File: config.mk
export PLATFORM = sky130hd
export DESIGN_NAME = cursor_move_engine
export DESIGN_NICKNAME = d
export VERILOG_FILES = /design/src/rtl/cursor_move_engine.sv
export SDC_FILE = /design/constraint.sdc
export NUM_CORES = 1
export LEC_CHECK = 0
export ABC_AREA = 1
export BUFFER_PORTS_ARGS = -buffer_cell sky130_fd_sc_hd__buf_2
export CORE_ASPECT_RATIO = 1.5
export CORE_MARGIN = 3
export CORE_UTILIZATION = 40
export CTS_BUF_LIST = sky130_fd_sc_hd__clkbuf_8
export CTS_CLUSTER_SIZE = 40
export DETAILED_ROUTE_END_ITERATION = 8
export GPL_TIMING_DRIVEN = 0
export PLACE_DENSITY = 0.66
export SLEW_MARGIN = 20
export SYNTH_ARGS = -nofsm -noshare
export SYNTH_HDL_FRONTEND = slang
export SYNTH_SLANG_ARGS = --single-unit
File: constraint.sdc
create_clock -name clk -period 2.1 [get_ports clk]
set_input_delay 0.63 -clock clk [delete_from_list [all_inputs] [get_ports clk]]
set_output_delay 0.63 -clock clk [all_outputs]
set_load 0.02 [all_outputs]
File: src/rtl/cursor_move_engine.sv
// cursor_move_engine
// Round-robin movement engine for CHANNELS independent cursors. On every
// rising edge of the frame tick it walks through the channels in order. For
// each one it asks the shared sprite drawer to clear the old sprite, moves the
// cursor on both axes at once with clamping, and then asks for a redraw.
//
// Optional feature: define CURSOR_MOVE_ACCEL_EN to give each channel a
// saturating hold counter. The counter scales the step to 1x, 2x or 4x STEP,
// depending on how many consecutive frames that cursor has been moving.
module cursor_move_engine #(
  parameter int CHANNELS    = 2,
  parameter int X_W         = 8,
  parameter int Y_W         = 7,
  parameter int X_MIN       = 0,
  parameter int X_MAX       = 155,
  parameter int Y_MIN       = 0,
  parameter int Y_MAX       = 115,
  parameter int X_INIT      = 76,
  parameter int Y_INIT      = 56,
  parameter int STEP        = 2,
  parameter int ACCEL_TICKS = 8
) (
  input  logic                                            clk,
  input  logic                                            reset,
  input  logic                                            tick,
  input  logic [4*CHANNELS-1:0]                           btn_n,
  input  logic                                            draw_done,
  output logic [2:0]                                      state,
  output logic [((CHANNELS > 1) ? $clog2(CHANNELS) : 1)-1:0] ch_sel,
  output logic                                            clear_req,
  output logic                                            draw_req,
  output logic [X_W-1:0]                                  cur_x,
  output logic [Y_W-1:0]                                  cur_y,
  output logic [X_W*CHANNELS-1:0]                         pos_x,
  output logic [Y_W*CHANNELS-1:0]                         pos_y,
  output logic                                            overrun
);

  localparam int CH_W = (CHANNELS > 1) ? $clog2(CHANNELS) : 1;
  localparam int XE_W = X_W + 2;
  localparam int YE_W = Y_W + 2;

  localparam logic [CH_W-1:0] LAST_CH  = CH_W'(CHANNELS - 1);
  localparam logic [XE_W-1:0] X_MIN_E  = XE_W'(X_MIN);
  localparam logic [XE_W-1:0] X_MAX_E  = XE_W'(X_MAX);
  localparam logic [YE_W-1:0] Y_MIN_E  = YE_W'(Y_MIN);
  localparam logic [YE_W-1:0] Y_MAX_E  = YE_W'(Y_MAX);
  localparam logic [X_W-1:0]  X_INIT_V = X_W'(X_INIT);
  localparam logic [Y_W-1:0]  Y_INIT_V = Y_W'(Y_INIT);

  typedef enum logic [2:0] {
    IDLE  = 3'd0,
    CLEAR = 3'd1,
    MOVE  = 3'd2,
    DRAW  = 3'd3,
    NEXT  = 3'd4
  } state_t;

  state_t          state_q, state_d;
  logic [CH_W-1:0] ch_sel_q, ch_sel_d;
  logic            tick_q, tick_d;
  logic            tick_rise;
  logic            overrun_q, overrun_d;

  logic [X_W-1:0]  pos_x_q [CHANNELS];
  logic [X_W-1:0]  pos_x_d [CHANNELS];
  logic [Y_W-1:0]  pos_y_q [CHANNELS];
  logic [Y_W-1:0]  pos_y_d [CHANNELS];

  // Buttons (active-high) and position of the channel being serviced.
  logic [3:0]      btn_sel;
  logic [X_W-1:0]  x_sel;
  logic [Y_W-1:0]  y_sel;

  // Movement datapath, two guard bits wide so sums and differences never wrap.
  int              step_i;
  logic [XE_W-1:0] step_x, x_ext, x_sum, x_new;
  logic [YE_W-1:0] step_y, y_ext, y_sum, y_new;
  logic [X_W-1:0]  x_next;
  logic [Y_W-1:0]  y_next;

`ifdef CURSOR_MOVE_ACCEL_EN
  localparam int HOLD_W = $clog2(2*ACCEL_TICKS + 1);
  localparam logic [HOLD_W-1:0] HOLD_L1  = HOLD_W'(ACCEL_TICKS);
  localparam logic [HOLD_W-1:0] HOLD_SAT = HOLD_W'(2*ACCEL_TICKS);

  logic [HOLD_W-1:0] hold_q [CHANNELS];
  logic [HOLD_W-1:0] hold_d [CHANNELS];
  logic [HOLD_W-1:0] hold_sel;
  logic              any_pressed;
`endif

  // The tick history simply follows the tick level every cycle.
  always_comb begin
    tick_d    = tick;
    tick_rise = tick & ~tick_q;
  end

  // Pick out the buttons, position and hold count of the channel in service.
  always_comb begin
    btn_sel  = 4'b0000;
    x_sel    = pos_x_q[0];
    y_sel    = pos_y_q[0];
`ifdef CURSOR_MOVE_ACCEL_EN
    hold_sel = hold_q[0];
`endif
    for (int c = 0; c < CHANNELS; c++) begin
      if (ch_sel_q == CH_W'(c)) begin
        btn_sel  = ~btn_n[4*c +: 4];
        x_sel    = pos_x_q[c];
        y_sel    = pos_y_q[c];
`ifdef CURSOR_MOVE_ACCEL_EN
        hold_sel = hold_q[c];
`endif
      end
    end
  end

  // Step size: fixed by default. With acceleration it grows with the hold count.
  always_comb begin
    step_i = STEP;
`ifdef CURSOR_MOVE_ACCEL_EN
    if (hold_sel >= HOLD_SAT) begin
      step_i = 4*STEP;
    end else if (hold_sel >= HOLD_L1) begin
      step_i = 2*STEP;
    end
`endif
    step_x = XE_W'(step_i);
    step_y = YE_W'(step_i);
  end

  // Clamped move on both axes. RIGHT beats LEFT and DOWN beats UP.
  always_comb begin
    x_ext = {2'b00, x_sel};
    x_sum = x_ext + step_x;
    x_new = x_ext;
    if (btn_sel[0]) begin
      x_new = (x_sum > X_MAX_E) ? X_MAX_E : x_sum;
    end else if (btn_sel[3]) begin
      x_new = (x_ext < (X_MIN_E + step_x)) ? X_MIN_E : (x_ext - step_x);
    end
    x_next = x_new[X_W-1:0];

    y_ext = {2'b00, y_sel};
    y_sum = y_ext + step_y;
    y_new = y_ext;
    if (btn_sel[1]) begin
      y_new = (y_sum > Y_MAX_E) ? Y_MAX_E : y_sum;
    end else if (btn_sel[2]) begin
      y_new = (y_ext < (Y_MIN_E + step_y)) ? Y_MIN_E : (y_ext - step_y);
    end
    y_next = y_new[Y_W-1:0];
  end

  // Only the serviced channel changes position, and only during MOVE.
  always_comb begin
    for (int c = 0; c < CHANNELS; c++) begin
      pos_x_d[c] = pos_x_q[c];
      pos_y_d[c] = pos_y_q[c];
      if ((state_q == MOVE) && (ch_sel_q == CH_W'(c))) begin
        pos_x_d[c] = x_next;
        pos_y_d[c] = y_next;
      end
    end
  end

`ifdef CURSOR_MOVE_ACCEL_EN
  // Hold counter: counts up (saturating) while the cursor moves, cleared on idle frames.
  always_comb begin
    any_pressed = |btn_sel;
    for (int c = 0; c < CHANNELS; c++) begin
      hold_d[c] = hold_q[c];
      if ((state_q == MOVE) && (ch_sel_q == CH_W'(c))) begin
        if (!any_pressed) begin
          hold_d[c] = '0;
        end else if (hold_sel != HOLD_SAT) begin
          hold_d[c] = hold_sel + HOLD_W'(1);
        end
      end
    end
  end
`endif

  // Frame sequencing: a new frame starts only from IDLE. Ticks that arrive while busy are dropped.
  always_comb begin
    state_d   = state_q;
    ch_sel_d  = ch_sel_q;
    overrun_d = tick_rise && (state_q != IDLE);
    case (state_q)
      IDLE: begin
        if (tick_rise) begin
          state_d  = CLEAR;
          ch_sel_d = '0;
        end
      end
      CLEAR: begin
        if (draw_done) begin
          state_d = MOVE;
        end
      end
      MOVE: begin
        state_d = DRAW;
      end
      DRAW: begin
        if (draw_done) begin
          state_d = NEXT;
        end
      end
      NEXT: begin
        if (ch_sel_q == LAST_CH) begin
          state_d  = IDLE;
          ch_sel_d = '0;
        end else begin
          state_d  = CLEAR;
          ch_sel_d = ch_sel_q + CH_W'(1);
        end
      end
      default: begin
        state_d  = IDLE;
        ch_sel_d = '0;
      end
    endcase
  end

  // State, tick history and positions. Reset drops any pending request.
  always_ff @(posedge clk) begin
    if (reset) begin
      state_q   <= IDLE;
      ch_sel_q  <= '0;
      tick_q    <= 1'b1;
      overrun_q <= 1'b0;
      for (int c = 0; c < CHANNELS; c++) begin
        pos_x_q[c] <= X_INIT_V;
        pos_y_q[c] <= Y_INIT_V;
      end
    end else begin
      state_q   <= state_d;
      ch_sel_q  <= ch_sel_d;
      tick_q    <= tick_d;
      overrun_q <= overrun_d;
      for (int c = 0; c < CHANNELS; c++) begin
        pos_x_q[c] <= pos_x_d[c];
        pos_y_q[c] <= pos_y_d[c];
      end
    end
  end

`ifdef CURSOR_MOVE_ACCEL_EN
  // Hold counters start from zero after reset.
  always_ff @(posedge clk) begin
    if (reset) begin
      for (int c = 0; c < CHANNELS; c++) begin
        hold_q[c] <= '0;
      end
    end else begin
      for (int c = 0; c < CHANNELS; c++) begin
        hold_q[c] <= hold_d[c];
      end
    end
  end
`endif

  // Flatten positions for the drawer and expose the serviced channel.
  always_comb begin
    pos_x = '0;
    pos_y = '0;
    for (int c = 0; c < CHANNELS; c++) begin
      pos_x[c*X_W +: X_W] = pos_x_q[c];
      pos_y[c*Y_W +: Y_W] = pos_y_q[c];
    end
  end

  assign state     = state_q;
  assign ch_sel    = ch_sel_q;
  assign clear_req = (state_q == CLEAR);
  assign draw_req  = (state_q == DRAW);
  assign cur_x     = x_sel;
  assign cur_y     = y_sel;
  assign overrun   = overrun_q;

endmodule

==> results_dict.tcl, run 1 <==
set metrics [dict create \
    yosysSeqAreaShare 0.287 \
    min_path_type "reg -> reg" \
    synth_cells 412 \
    area_delta_synth_final_pct 36.1 \
    synth_top_area_frac 0.287 \
    p_leak_uw 0.00168 \
    fin_skew_ns 0.00573 \
    std_cell_rows 34 \
    vias_per_cell 5.17 \
    synth_top_area_cell "dfxtp_1" \
    start_util 0.421 \
    drtIter0Drc 111 \
    drive_gt1_frac 0.307 \
    synth_warnings 0 \
    tns_ns 0 \
    cts_hold_buf 0 \
    antenna_found_initial 0 \
    dr.pass1.iters 5 \
    ant_nets 0 \
    path_buf_inv 4 \
    crit_required_ns 1.47 \
    worstMarginPinSlew_ns 0.525 \
    async_flop_share 0 \
    clockRootBuffer "clkbuf_8" \
    power_density_mw_per_mm2 479 \
    finalHoldViolCount 0 \
    synth_nets 429 \
    die_area_mm2 0.00728 \
    cp_max_fo 8 \
    path_class "reg -> out" \
    yosys_register_bits 36 \
    totalWireLength_um 8130 \
    coreArea_mm2 0.00596 \
    critPathMaxStageDelay_ns 0.39 \
    cp-start-kind "register" \
    tritoncts "built" \
    period_needed_ns 2.05 \
    post-route-period-util 0.975 \
    setup_violations 0 \
    drv_slew 0 \
    die_w_um 70.7 \
    grt_pass1_vias 2688 \
    num_vias 2960 \
    crit_arrival_ns 1.42 \
    avgSynthCellArea_um2 6.09 \
    maxCapViolCount 0 \
    port_buffers 63 \
    path_clk_slew_ns 0.08 \
    fin_ws_ns 0.0521 \
    synth_edf_count 0 \
    numCtsBuffers 5 \
    die_h_um 103 \
    wl_per_cell_um 14.2 \
    synth_cell_types 28 \
    antenna_cells 0 \
    total_power_uw 1640 \
    io_pins 64 \
    nets 517 \
    worstPathCellList "buf_12 > buf_4 > o21ai_4 > inv_2 > buf_2" \
    clock_latency_ns 0.29 \
    grt.overflow.total 0 \
    hpwl_um 5960 \
    htreeDepth 2 \
    cts.sinks 36 \
    placed_cell_area_mm2 0.00292 \
    fmax_mhz 488 \
    hold-worst-slack_ns 0.494 \
    cts_buffer_depth 2 \
    final_cell_area_mm2 0.00342 \
    status "complete, no violations" \
    critPathSlowestCell "dfxtp_4" \
    grt_max_degree 14 \
    synth_area_mm2 0.00251 \
    rsz0062_at_grt "yes" \
    drcViolationCount 0 \
    slew_headroom 0.650 \
    track_usage 0.210 \
    synth.area.top_cells "dfxtp_1 29%, nand2_1 19%, nand3_1 9.0%, inv_1 7.5%, nor2_1 5.2%" \
    grt_pass1_wl_um 12200 \
    synth_ff_type "dfxtp_1" \
    vdd_drop_max_mv 0.356 \
    critical-path-top-delay-family "buffers and inverters" \
    endpoint_kind "output pin" \
    dp_slack_ns -0.0677 \
    gp_congestion 0.950 \
]
final timing paths:
kind         cells after the start  slack [ns]                         from                     endpoint
min reg2reg                      2        0.49  pos_x_q[0][14]$_SDFFE_PP1P_  pos_x_q[0][14]$_SDFFE_PP1P_
max reg2reg                     14        0.06          ch_sel$_SDFFE_PP0P_  pos_y_q[0][10]$_SDFFE_PP1P_
max                              5        0.05          ch_sel$_SDFFE_PP0P_                     cur_y[6]
min                              2        0.49  pos_x_q[0][14]$_SDFFE_PP1P_  pos_x_q[0][14]$_SDFFE_PP1P_
per-layer routing:
| layer | routed length, um | up-vias | track usage |
|---|---|---|---|
| li1 | - | 1498 | - |
| met1 | 3200 | 1353 | 0.222 |
| met2 | 4270 | 88 | 0.410 |
| met3 | 361 | 21 | 0.0195 |
| met4 | 300 | 0 | 0.110 |
| met5 | 0 | - | 0 |
stage by stage:
step | util | cells
2_1_floorplan | - | 412
3_3_place_gp | 0.490 | 547
3_5_place_dp | 0.490 | 547
4_1_cts | 0.519 | 557
5_1_grt | 0.574 | 573
6_report | 0.574 | 573
tightest hold or removal path, cell delays in order (launching register included):
cell and delay [ns]:
dfxtp_1 0.35, a21oi_1 0.07, nand2_1 0.05
cells by family after synthesis:
family                     synth area share
buffers and inverters                 0.116
AOI/OAI and AO/OA                     0.148
DFF                                   0.287
xor gates and xnor gates             0.0105
and+or+nand+nor                       0.414
adders and majority gates            0.0249
area by class of cell:
type,instances,area [um2]
multi-input cells,307,1670
inverters,57,224
clock buffers,5,68.8
clock inverters,3,46.3
fillers,607,2540
flip-flops and latches,36,724
repair buffers,81,483
plain buffers,12,110
well taps,72,90.1
cells in the mapped netlist, drive strengths merged, types with 4 or more instances:
cell and n:
dfxtp 36, clkbuf 4, o21a 11, a21oi 22, nand4 7, nand3b 4
o211ai 5, nand2 137, inv 56, buf 8, o21ai 21, nand3 47
ha 5, nor2 38
layout by cell type (no fill, tap or decap), types with 3 or more instances in the layout:
master / instances
nand4_1: 7
a21oi_1: 22
nand2_2: 13
nand2_1: 117
xor2_1: 3
inv_2: 6
dfxtp_1: 35
buf_12: 5
o21ai_2: 4
nor2_2: 8
o21ai_1: 4
o21a_1: 11
inv_1: 47
buf_4: 19
o21ai_4: 5
clkbuf_8: 5
buf_2: 64
nor2_1: 29
o211ai_1: 5
nand3_1: 44
or2_2: 3
nand2_4: 7
nand3b_1: 4
o21ai_0: 8
clkbuf_1: 4
registers in the layout, summed over array words and instances (netlist names):
name,cells
ch_sel,1
overrun,1
pos_x_q,16
pos_y_q,14
state,3
tick_q,1
repair_timing:
| item | in CTS | in global routing |
|---|---|---|
| resized for setup | 11 | 52 |
| setup endpoints to repair | 23 | 29 |
| gates cloned | 0 | 0 |
| pin swaps | 1 | 9 |
| setup buffers | 2 | 16 |
power by group:
part | internal, uW | switching (uW) | leakage (uW)
sequential | 695 | 11.7 | 0.000292
combinational | 98.3 | 192 | 0.00133
clock | 358 | 280 | 0.0000548
total | 1150 | 484 | 0.00168
No activity file was read; power rests on OpenSTA's default activity.
==> inputs of run 2 (changes only) <==
--- a/config.mk
+++ b/config.mk
@@ -6,15 +6,15 @@
 export NUM_CORES = 1
 export LEC_CHECK = 0
 export ABC_AREA = 1
-export BUFFER_PORTS_ARGS = -buffer_cell sky130_fd_sc_hd__buf_2
 export CORE_ASPECT_RATIO = 1.5
 export CORE_MARGIN = 3
 export CORE_UTILIZATION = 40
 export CTS_BUF_LIST = sky130_fd_sc_hd__clkbuf_8
 export CTS_CLUSTER_SIZE = 40
 export DETAILED_ROUTE_END_ITERATION = 8
+export DONT_BUFFER_PORTS = 1
 export GPL_TIMING_DRIVEN = 0
-export PLACE_DENSITY = 0.66
+export PLACE_DENSITY = 0.57
 export SLEW_MARGIN = 20
 export SYNTH_ARGS = -nofsm -noshare
 export SYNTH_HDL_FRONTEND = slang
==> run 2 against run 1 <==
Net effect:
- largest power group unchanged
- core utilization down 4.9 points
- first-iteration DRC count down 19%
- combinational power down 13%
- final cell count down 12%
- via count down 8.5%
- the run now ends with negative setup slack left
==> results_dict.tcl, run 2 (synthesized netlist as in run 1, its figures left out) <==
set metrics [dict create \
    hpwl_um 5780 \
    path_clk_slew_ns 0.07 \
    p_leak_uw 0.00139 \
    critPathSlowestCell "dfxtp_4" \
    io_pins 64 \
    top_register "pos_x_q" \
    regArea_um2 727 \
    vias_per_cell 5.39 \
    area_delta_synth_final_pct 24.5 \
    worstPathCellList "buf_12 > buf_12 > buf_4 > o21ai_4 > nand2_4 > nor2_4 > nor2_1 > nor2_1 > nand2_2 > nand3_4 > nand2_1 > nand2_1 > nand2_1" \
    rsz0062_at_grt "yes" \
    hold-worst-slack_ns 0.432 \
    gp_congestion 0.914 \
    cts.sinks 36 \
    tns_ns -1.61 \
    dp_slack_ns -0.323 \
    track_usage 0.219 \
    tritoncts "built" \
    layout_commonest_cell "nand2_1" \
    use_met2 0.396 \
    critical-path-top-delay-family "simple AND/OR/NAND/NOR gates" \
    path_common_cell "nand2_1" \
    r2r_start "ch_sel$_SDFFE_PP0P_" \
    port_buffers 0 \
    die_h_um 103 \
    maxCapViolCount 0 \
    drtIter0Drc 90 \
    r2r_end "pos_x_q[0][3]$_SDFFE_PP1P_" \
    ant_nets 0 \
    power_density_mw_per_mm2 462 \
    period_needed_ns 2.21 \
    grt_pass1_wl_um 12700 \
    reg2reg_depth 13 \
    drcViolationCount 0 \
    whs_endpoint "tick_q$_SDFF_PP1_" \
    totalWireLength_um 8010 \
    use_met3 0.0507 \
    grt_max_degree 11 \
    start_util 0.421 \
    min_path_type "in -> reg" \
    cts_buffer_depth 2 \
    nFillCells 642 \
    grt.overflow.total 0 \
    crit_required_ns 2.28 \
    multi_input_area_mm2 0.00180 \
    finalHoldViolCount 0 \
    coreArea_mm2 0.00596 \
    met1_usage 0.248 \
    cp_max_fo 7 \
    drv_slew 0 \
    worstMarginPinSlew_ns 0.557 \
    violations "negative setup slack" \
    std_cell_rows 34 \
    antenna_cells 0 \
    numCtsBuffers 5 \
    htreeDepth 2 \
    clockRootBuffer "clkbuf_8" \
    num_vias 2708 \
    crit_arrival_ns 2.39 \
    drive_gt1_frac 0.253 \
    vdd_drop_max_mv 0.281 \
    nets 447 \
    die_w_um 70.7 \
    cp-start-kind "register" \
    slew_headroom 0.629 \
    rrSetupSlack_ns -0.11 \
    hold_depth 2 \
    min_from "tick" \
    fmax_mhz 452 \
    setup_violations 26 \
    path_class "reg -> reg" \
    grt_pass1_vias 2557 \
    grt-busiest-layer "met2" \
    status "complete, but fails checks" \
    path_buf_inv 3 \
    wl_per_cell_um 15.9 \
    endpoint_kind "register" \
    largest_reg_flops 16 \
    critPathMaxStageDelay_ns 0.41 \
    dr.pass1.iters 4 \
    die_area_mm2 0.00728 \
    antenna_found_initial 0 \
    clock_latency_ns 0.29 \
    post-route-period-util 1.05 \
    final_cell_mix "106 x nand2_1, 45 x inv_1, 34 x nand3_1" \
    fin_ws_ns -0.113 \
    fin_skew_ns 0.00740 \
]
-- run 2: cell type report --
| cell class | instances | share of cell area |
|---|---|---|
| well taps | 72 | 0.0288 |
| clock buffers | 5 | 0.0220 |
| flip-flops and latches | 36 | 0.233 |
| clock inverters | 2 | 0.00280 |
| plain buffers | 12 | 0.0324 |
| multi-input cells | 307 | 0.577 |
| inverters | 57 | 0.0741 |
| repair buffers | 11 | 0.0304 |
-- run 2: where the power goes --
| part | switching, uW | internal, uW | leakage, uW |
|---|---|---|---|
| combinational | 176 | 78.1 | 0.00106 |
| sequential | 30.0 | 696 | 0.000293 |
| clock | 243 | 221 | 0.0000452 |
| total | 448 | 994 | 0.00139 |
-- run 2: what timing repair did --
| action | in CTS | in global routing |
|---|---|---|
| pin swaps | 6 | 16 |
| hold buffers | 0 | 0 |
| setup endpoints to repair | 36 | 32 |
| buffers inserted | 8 | 3 |
| resized for setup | 35 | 55 |
-- run 2: worst max-delay path by stage --
stage | start | end | cells past startpoint
after floorplan | ch_sel$_SDFFE_PP0P_ | pos_x_q[0][3]$_SDFFE_PP1P_ | 15
after global routing | ch_sel$_SDFFE_PP0P_ | pos_x_q[0][3]$_SDFFE_PP1P_ | 13
after CTS | ch_sel$_SDFFE_PP0P_ | pos_y_q[0][11]$_SDFFE_PP1P_ | 15
final | ch_sel$_SDFFE_PP0P_ | pos_x_q[0][3]$_SDFFE_PP1P_ | 13
after global placement | ch_sel$_SDFFE_PP0P_ | pos_x_q[0][2]$_SDFFE_PP1P_ | 16
after detailed placement | ch_sel$_SDFFE_PP0P_ | pos_y_q[0][8]$_SDFFE_PP0P_ | 14
-- run 2: per-layer routing --
metal  vias to the layer above  wire length [um]
met5                         -                 0
met4                         0               207
met3                        13               525
met2                        96              4190
met1                      1239              3080
li1                       1360                 -
-- run 2: per-stage QoR --
step / total power (uW) / std cells / util / cell area, um2
6_report: 1440 / 502 / 0.525 / 3130
5_1_grt: 1510 / 502 / 0.525 / 3130
4_1_cts: 1420 / 499 / 0.485 / 2890
3_5_place_dp: 948 / 484 / 0.437 / 2600
3_3_place_gp: 947 / 484 / 0.437 / 2600
2_1_floorplan: 902 / 412 / - / 2510
